--- config.mk ---
export PLATFORM = sky130hd
export DESIGN_NAME = instr_mem_loader_flat
export DESIGN_NICKNAME = d
export VERILOG_FILES = /design/src/rtl/instr_mem_loader_if.sv /design/src/rtl/instr_mem_loader.sv /design/src/flat_wrapper.sv
export SDC_FILE = /design/constraint.sdc
export NUM_CORES = 1
export LEC_CHECK = 0
export ABC_CLOCK_PERIOD_IN_PS = 2450
export CELL_PAD_IN_SITES_DETAIL_PLACEMENT = 0
export CELL_PAD_IN_SITES_GLOBAL_PLACEMENT = 1
export CORE_MARGIN = 2
export CORE_UTILIZATION = 45
export CTS_BUF_LIST = sky130_fd_sc_hd__clkbuf_2
export CTS_CLUSTER_DIAMETER = 100
export CTS_CLUSTER_SIZE = 10
export DETAILED_ROUTE_END_ITERATION = 8
export PLACE_DENSITY = 0.91
export SKIP_CTS_REPAIR_TIMING = 1
export SLEW_MARGIN = 10
export SYNTH_ARGS = -nofsm -noshare
export SYNTH_HDL_FRONTEND = slang
export SYNTH_SLANG_ARGS = --single-unit
--- constraint.sdc ---
create_clock -name clk -period 2.45 [get_ports clk]
set_input_delay 0.3675 -clock clk [delete_from_list [all_inputs] [get_ports clk]]
set_output_delay 0.3675 -clock clk [all_outputs]
set_load 0.1 [all_outputs]
--- src/rtl/instr_mem_loader_if.sv ---
// Byte-stream input and instruction-memory write port of the program loader.
// master = loader side, slave = host link / memory side.
interface instr_mem_loader_if #(
  parameter int ADDR_W = 6
);
  logic [7:0]        rx_data;
  logic              rx_valid;
  logic              rx_ready;
  logic              mem_we;
  logic [ADDR_W-1:0] mem_addr;
  logic [31:0]       mem_wdata;

  modport master (
    input  rx_data, rx_valid,
    output rx_ready, mem_we, mem_addr, mem_wdata
  );

  modport slave (
    output rx_data, rx_valid,
    input  rx_ready, mem_we, mem_addr, mem_wdata
  );
endinterface

--- src/rtl/instr_mem_loader.sv ---
// Loads a program from a byte stream into the instruction memory, MSB-first per word.
// Optional trailing XOR checksum byte when INSTR_LOADER_CHECKSUM_EN is defined.
module instr_mem_loader #(
  parameter int ADDR_W      = 6,
  parameter int TIMEOUT_CYC = 1024
) (
  input  logic               clk,
  input  logic               rst_n,
  input  logic               start_i,
  instr_mem_loader_if.master bus,
  output logic               busy_o,
  output logic               cpu_hold_o,
  output logic               done_o,
  output logic               err_o
);
  localparam int DEPTH  = 1 << ADDR_W;
  localparam int CNT_W  = ADDR_W + 1;
  localparam int IDLE_W = $clog2(TIMEOUT_CYC + 1);

  typedef enum logic [2:0] {
    S_IDLE, S_HDR, S_DATA, S_WRITE, S_CHK, S_DONE
  } state_t;

  state_t            state_q, state_d;
  logic [CNT_W-1:0]  nwords_q, nwords_d;
  logic [CNT_W-1:0]  wcnt_q, wcnt_d;
  logic [1:0]        bidx_q, bidx_d;
  logic [23:0]       shift_q, shift_d;
  logic [IDLE_W-1:0] idle_q, idle_d;
  logic              err_q, err_d;
  logic [ADDR_W-1:0] addr_q, addr_d;
  logic [31:0]       wdata_q, wdata_d;
`ifdef INSTR_LOADER_CHECKSUM_EN
  logic [7:0]        csum_q, csum_d;
`endif

  logic              xfer;
  logic              stall_st;
  logic              tmo;
  logic [ADDR_W-1:0] hdr_low;
  logic [CNT_W-1:0]  hdr_n;
  logic [CNT_W-1:0]  wcnt_inc;
  logic [31:0]       word_in;

  assign stall_st = (state_q == S_HDR) || (state_q == S_DATA) || (state_q == S_CHK);
  assign xfer     = bus.rx_valid && stall_st;
  assign tmo      = stall_st && !xfer && (idle_q == IDLE_W'(TIMEOUT_CYC - 1));
  // A zero length field means a full-depth program.
  assign hdr_low  = bus.rx_data[ADDR_W-1:0];
  assign hdr_n    = (hdr_low == '0) ? CNT_W'(DEPTH) : {1'b0, hdr_low};
  assign wcnt_inc = wcnt_q + CNT_W'(1);
  assign word_in  = {shift_q, bus.rx_data};

  always_comb begin
    state_d  = state_q;
    nwords_d = nwords_q;
    wcnt_d   = wcnt_q;
    bidx_d   = bidx_q;
    shift_d  = shift_q;
    idle_d   = '0;
    err_d    = err_q;
    addr_d   = addr_q;
    wdata_d  = wdata_q;
`ifdef INSTR_LOADER_CHECKSUM_EN
    csum_d   = csum_q;
`endif

    if (stall_st && !xfer) begin
      idle_d = idle_q + IDLE_W'(1);
    end

    case (state_q)
      S_IDLE: begin
        if (start_i) begin
          state_d = S_HDR;
          err_d   = 1'b0;
          wcnt_d  = '0;
          bidx_d  = '0;
          shift_d = '0;
`ifdef INSTR_LOADER_CHECKSUM_EN
          csum_d  = '0;
`endif
        end
      end
      S_HDR: begin
        if (xfer) begin
          nwords_d = hdr_n;
          wcnt_d   = '0;
          bidx_d   = '0;
          state_d  = S_DATA;
`ifdef INSTR_LOADER_CHECKSUM_EN
          csum_d   = bus.rx_data;
`endif
        end
      end
      S_DATA: begin
        if (xfer) begin
          shift_d = word_in[23:0];
          bidx_d  = bidx_q + 2'd1;
`ifdef INSTR_LOADER_CHECKSUM_EN
          csum_d  = csum_q ^ bus.rx_data;
`endif
          if (bidx_q == 2'd3) begin
            addr_d  = wcnt_q[ADDR_W-1:0];
            wdata_d = word_in;
            state_d = S_WRITE;
          end
        end
      end
      S_WRITE: begin
        wcnt_d = wcnt_inc;
        if (wcnt_inc == nwords_q) begin
`ifdef INSTR_LOADER_CHECKSUM_EN
          state_d = S_CHK;
`else
          state_d = S_DONE;
`endif
        end else begin
          state_d = S_DATA;
        end
      end
      S_CHK: begin
`ifdef INSTR_LOADER_CHECKSUM_EN
        if (xfer) begin
          if (bus.rx_data != csum_q) err_d = 1'b1;
          state_d = S_DONE;
        end
`else
        state_d = S_IDLE;
`endif
      end
      S_DONE: state_d = S_IDLE;
      default: state_d = S_IDLE;
    endcase

    // Stalled link: abandon the load, keep what was already written.
    if (tmo) begin
      state_d = S_IDLE;
      err_d   = 1'b1;
      idle_d  = '0;
    end
  end

  always_ff @(posedge clk or negedge rst_n) begin
    if (!rst_n) begin
      state_q  <= S_IDLE;
      nwords_q <= '0;
      wcnt_q   <= '0;
      bidx_q   <= '0;
      shift_q  <= '0;
      idle_q   <= '0;
      err_q    <= 1'b0;
      addr_q   <= '0;
      wdata_q  <= '0;
`ifdef INSTR_LOADER_CHECKSUM_EN
      csum_q   <= '0;
`endif
    end else begin
      state_q  <= state_d;
      nwords_q <= nwords_d;
      wcnt_q   <= wcnt_d;
      bidx_q   <= bidx_d;
      shift_q  <= shift_d;
      idle_q   <= idle_d;
      err_q    <= err_d;
      addr_q   <= addr_d;
      wdata_q  <= wdata_d;
`ifdef INSTR_LOADER_CHECKSUM_EN
      csum_q   <= csum_d;
`endif
    end
  end

  assign bus.rx_ready  = stall_st;
  assign bus.mem_we    = (state_q == S_WRITE);
  assign bus.mem_addr  = addr_q;
  assign bus.mem_wdata = wdata_q;
  assign busy_o        = stall_st || (state_q == S_WRITE);
  assign cpu_hold_o    = busy_o;
  assign done_o        = (state_q == S_DONE);
  assign err_o         = err_q;
endmodule

--- src/flat_wrapper.sv ---
// flat-port wrapper written by rule: the top's interface ports become plain ports
module instr_mem_loader_flat 
#(
  parameter int ADDR_W      = 6,
  parameter int TIMEOUT_CYC = 1024
)
  (clk, rst_n, start_i, busy_o, cpu_hold_o, done_o, err_o, bus_rx_data, bus_rx_valid, bus_rx_ready, bus_mem_we, bus_mem_addr, bus_mem_wdata);
  instr_mem_loader_if #(.ADDR_W(ADDR_W)) bus_i ();
  input  logic clk;
  input  logic rst_n;
  input  logic start_i;
  output logic busy_o;
  output logic cpu_hold_o;
  output logic done_o;
  output logic err_o;
  input wire logic [$bits(bus_i.rx_data)-1:0] bus_rx_data;
  input wire logic [$bits(bus_i.rx_valid)-1:0] bus_rx_valid;
  output wire logic [$bits(bus_i.rx_ready)-1:0] bus_rx_ready;
  output wire logic [$bits(bus_i.mem_we)-1:0] bus_mem_we;
  output wire logic [$bits(bus_i.mem_addr)-1:0] bus_mem_addr;
  output wire logic [$bits(bus_i.mem_wdata)-1:0] bus_mem_wdata;
  assign bus_i.rx_data = bus_rx_data;
  assign bus_i.rx_valid = bus_rx_valid;
  assign bus_rx_ready = bus_i.rx_ready;
  assign bus_mem_we = bus_i.mem_we;
  assign bus_mem_addr = bus_i.mem_addr;
  assign bus_mem_wdata = bus_i.mem_wdata;
  instr_mem_loader #(.ADDR_W(ADDR_W), .TIMEOUT_CYC(TIMEOUT_CYC)) u_core (.clk(clk), .rst_n(rst_n), .start_i(start_i), .bus(bus_i), .busy_o(busy_o), .cpu_hold_o(cpu_hold_o), .done_o(done_o), .err_o(err_o));
endmodule
# Word-level counts from Yosys, hierarchy flattened
# Cells that the tools add are included.
[word_totals]
regBits = 93
in_bits = 12
out_inout_bits = 44
elab_cells = 71
[op_classes]
add_sub_neg = 3
n_mux = 23
n_eq_ne = 15
reduce_logical = 21
[op_table]
columns = ["op", "n"]
rows = [
  ["24-bit 2-to-1 mux", 2],
  ["24-bit case mux with 2 select lines", 1],
  ["11-bit 2-to-1 mux", 2],
  ["7-bit 2-to-1 mux", 3],
  ["7-bit case mux with 3 select lines", 1],
  ["3-bit 2-to-1 mux", 6],
  ["3-bit case mux with 4 select lines", 1],
  ["11-bit by 1-bit adder with 11-bit output, second input constant", 1],
  ["11-bit by 10-bit == test with 1-bit output, second input constant", 1],
  ["3-bit AND reduction", 3],
  ["4-bit AND reduction", 2],
  ["7-bit by 1-bit adder with 7-bit output, second input constant", 1],
  ["7-bit == test", 1],
  ["3-bit by 2-bit == test with 1-bit output, second input constant", 2],
  ["3-bit == test, second input constant", 2],
  ["6-bit logical NOT", 1],
  ["2-bit 2-to-1 mux", 3],
  ["3-bit by 1-bit inequality test with 1-bit output, second input constant", 2],
  ["3-bit by 2-bit inequality test with 1-bit output, second input constant", 2],
  ["2-bit case mux with 3 select lines", 1],
  ["2-bit nonzero test", 3],
  ["3-bit nonzero test", 2],
  ["2-bit by 1-bit inequality test with 1-bit output, second input constant", 2],
  ["2-bit AND reduction", 2],
  ["9 further kinds", 15],
]

# Longest topological paths before layout
# Gate-level depths: netlist (run 1).
[depth]
depth_word = 9
mapped_depth = 8
depth_no_buf = 6

# Least setup slack after synthesis (run 1)
# Ideal clock, no wire load.
[synth_timing]
path_kind = "reg-to-output"
from = "reg u_core.state_q[0]"
to = "out cpu_hold_o"
path_slack_ps = -1473
required_ps = 2082
n_path_buf = 2
t_arrival_ps = 3556
path_stages_with_launch = 6
path_cell_list = "dfrtp_1 buf_4 o21a_1 a21oi_1 nand2b_1 buf_4"
[synth_via]
elab_chain_cells = 4
elab_cells_between_ends = 7
classes_between = "4 x eq/ne; 3 x reduce/logical"
[synth_lines]
columns = ["element", "line", "source"]
rows = [
  ["start: declaration", "instr_mem_loader.sv:24", "state_t state_q, state_d;"],
  ["start signal: assignment", "instr_mem_loader.sv:159", "state_q <= state_d;"],
  ["3-bit by 1-bit == test with 1-bit output / 3-bit by 2-bit == test with 1-bit output (equally long branches)", "instr_mem_loader.sv:45", "assign stall_st = (state_q == S_HDR) || (state_q == S_DATA) || (state_q == S_CHK);"],
  ["1-bit logical OR", "instr_mem_loader.sv:45", ""],
  ["1-bit logical OR *", "instr_mem_loader.sv:45", ""],
  ["net bus_rx_ready", "flat_wrapper.sv:18", "output wire logic [$bits(bus_i.rx_ready)-1:0] bus_rx_ready;"],
  ["1-bit logical OR *", "instr_mem_loader.sv:178", "assign busy_o = stall_st || (state_q == S_WRITE);"],
  ["end: declaration", "flat_wrapper.sv:13", "output logic cpu_hold_o;"],
]
# Mark *: on every way through the listed nets, which the timed path passes. The rest lies on a longest branch.

# Final worst setup path (run 1)
[layout_timing]
from = "reg u_core.state_q[1]"
to = "out busy_o"
[layout_via]
elab_chain_cells = 4
elab_cells_between_ends = 7
classes_between = "4 x eq/ne; 3 x reduce/logical"
[layout_lines]
columns = ["element", "line", "source"]
rows = [
  ["3-bit by 1-bit == test with 1-bit output / 3-bit by 2-bit == test with 1-bit output (equally long branches)", "instr_mem_loader.sv:45", ""],
  ["1-bit logical OR (2 in series)", "instr_mem_loader.sv:45", ""],
  ["1-bit logical OR *", "instr_mem_loader.sv:178", ""],
  ["end: declaration", "flat_wrapper.sv:12", "output logic busy_o;"],
]
# Every way passes the cells marked *; elsewhere a longest branch is shown, timed or not.

==> impl_metrics.yaml, run 1 <==
die:
  start_util: 0.467
  die_w_um: 99.6
  pin_count: 56
  die_h_um: 99.6
  core_sq_um: 8810
  die_area_sq_um: 9910
  row_count: 34
sta:
  max_slew_margin: 0.607
  setup_viol: 0
  tightest_slew_ps: 586
  fmax_mhz: 431
  rsz0062_at_grt: "no"
  period_share: 0.947
  setup_ws_ps: 131
  min_period_ps: 2320
  finalHoldViolCount: 0
  slew_viol_final: 0
  fin_skew_ps: 25.3
yosys:
  syn_nets: 371
  yosysWarnings: 0
  syn_area_sq_um: 4110
  synthDistinctLibCells: 42
  synth_seq_cells: 93
  yosysSeqAreaShare: 0.566
  netlist_instances: 356
  syn_area_per_cell_sq_um: 11.5
clocking:
  cts_tree: "yes"
  htree_levels: 3
  clk_path_buf_depth: 2
  cts.sinks: 93
  clk_pin_slew_ps: 270
  clockRootBuffer: "clkbuf_2"
  numCtsBuffers: 9
  clkLatencyLatePin_ps: 560
layout:
  final_nets: 425
  layout_common_cells: "dfrtp_1, nand2_1, buf_4"
  diodes: 0
  final_common_cell: "dfrtp_1"
  syn2layout_area_growth_pct: 18.3
  nFillCells: 751
  drive_gt1_frac: 0.299
critical_path:
  cp_slowest_stage_delay_ps: 580
  critical_path.top_delay_family: "flip-flops"
  arrival_ps: 1950
  path_buf_inv: 1
  startpoint: "u_core.state_q[1]"
  crit_type: "reg -> out"
  reg2reg_from: "u_core.state_q[0]"
  cp_max_fo: 10
  worstPathCellList: "o21a_1 -> a21oi_4 -> nand2b_2 -> buf_12"
  slowest_stage: "dfrtp_1"
  worstPathRequired_ps: 2080
  critPathCaptureType: "primary output"
  worstSetupStartpointType: "flip-flop"
global_route:
  grt_overflow: 0
  grt_pass1_wl_um: 13300
  grt_pass1_vias: 2703
  grt.total_usage: 0.168
  antenna_found_initial: 0
  grt_max_degree: 49
drt:
  wirelength_um: 7870
  viasPerCell: 5.36
  drtIter0Drc: 137
  wl_per_cell_um: 15.1
  dr_total_vias: 2802
  ant_nets: 0
  dr.pass1.iters: 4
  drc: 0
hold_path:
  hp-class: "in -> async"
place:
  dp_slack_ps: 390
  place_congestion: 0.893
  place_hpwl_um: 5430
  port-buffer-count: 55
outcome:
  outcome: "finished clean"
job:
  drv_cap: 0
## synthesized netlist by cell type, drive strengths merged
cell / n / share of area
nor3b: 1 / 0.0018
nand4b: 1 / 0.0021
buf: 12 / 0.023
xnor2: 10 / 0.021
o21ai: 11 / 0.014
clkinv: 1 / 0.00091
mux2: 43 / 0.14
nand4: 2 / 0.0030
nor3: 3 / 0.0049
a211oi: 3 / 0.0055
a41oi: 1 / 0.0021
a32o: 1 / 0.0024
nand2b: 3 / 0.0046
and3: 7 / 0.013
xor2: 8 / 0.017
and4: 1 / 0.0021
nor4: 2 / 0.0030
or3: 2 / 0.0030
clkbuf: 8 / 0.0073
nand3: 34 / 0.041
o31ai: 2 / 0.0037
a22o: 3 / 0.0064
inv: 6 / 0.0061
dfrtp: 93 / 0.57
nor2: 15 / 0.014
o2111ai: 1 / 0.0021
ha: 3 / 0.0091
mux2i: 1 / 0.0024
o22ai: 2 / 0.0030
nand2: 63 / 0.058
o211ai: 1 / 0.0018
o21a: 2 / 0.0037
a21oi: 6 / 0.0073
a311oi: 2 / 0.0043
and2: 2 / 0.0030
## per-layer routing
| layer | vias to the layer above | global-route usage | routed length (um) |
|---|---|---|---|
| met5 | - | 0 | 0 |
| met4 | 0 | 0.0443 | 94 |
| met3 | 9 | 0.0408 | 349 |
| met2 | 76 | 0.254 | 3720 |
| met1 | 1384 | 0.243 | 3710 |
| li1 | 1333 | - | - |
## sequential cells by signal, indices dropped and copies added (netlist names)
register / flops
u_core.bus.mem_addr: 6
u_core.nwords_q: 7
u_core.wcnt_q: 7
u_core.shift_q: 24
u_core.err_o: 1
u_core.bus.mem_wdata: 32
u_core.bidx_q: 2
u_core.state_q: 3
u_core.idle_q: 11
## through the flow
stage          TNS [ps]  utilization  hold slack, ps  instances  area [sq um]
6_report              0        0.552             308        523          4860
5_1_grt               0        0.552             302        523          4860
4_1_cts           -83.4        0.549            -253        522          4830
3_5_place_dp          0        0.535             411        506          4710
3_3_place_gp          0        0.535             407        506          4710
2_1_floorplan      -201            -            71.9        356          4130
## path summary, 6_finish.rpt
kind,endpoint,slack [ps],cells past startpoint
min in group clk,u_core.shift_q[6],400,3
max in group asynchronous,u_core.idle_q[0],1470,3
worst min register to register,u_core.shift_q[21],510,2
worst max-delay path,busy_o,130,4
worst max register to register,u_core.bus.mem_addr[3],370,5
worst min-delay path,u_core.shift_q[22],310,2
## cell type report
cell class | count | area, sq um | area share
clock buffers | 9 | 45.0 | 0.00926
clock inverters | 7 | 80.1 | 0.0165
inverters | 7 | 32.5 | 0.00669
multi-input cells | 236 | 1660 | 0.342
flip-flops and latches | 93 | 2330 | 0.479
well taps | 108 | 135 | 0.0278
repair buffers | 63 | 576 | 0.118
## cells by family after synthesis
logic type,share of synthesized area
AND/OR/NAND/NOR,0.153
multiplexers,0.139
buffers and inverters,0.0377
XOR/XNOR,0.0384
AO/OA/AOI/OAI,0.0566
adder cells (fa/ha/maj),0.00913
flip-flops,0.566
## worst reg2reg max path: cells and delay by family (launching register included)
family / cells / cell delay, ps
buffers and inverters: 2 / 410
flip-flops: 1 / 560
multiplexers: 1 / 370
AND/OR/NAND/NOR: 2 / 650
Power of run 1 is left out: the tool's default activity adds up to more than one toggle a clock period on the data nets, which glitch-free logic cannot reach.
==> inputs of run 2 (changes only) <==
--- a/config.mk
+++ b/config.mk
@@ -14,6 +14,7 @@
 export CTS_CLUSTER_DIAMETER = 100
 export CTS_CLUSTER_SIZE = 10
 export DETAILED_ROUTE_END_ITERATION = 8
+export HOLD_SLACK_MARGIN = 0.12
 export PLACE_DENSITY = 0.91
 export SKIP_CTS_REPAIR_TIMING = 1
 export SLEW_MARGIN = 10
==> results of run 2 <==
Same layout as run 1: the final DEF is identical, and so are final timing and power.
Power of run 2 is left out for the same reason.
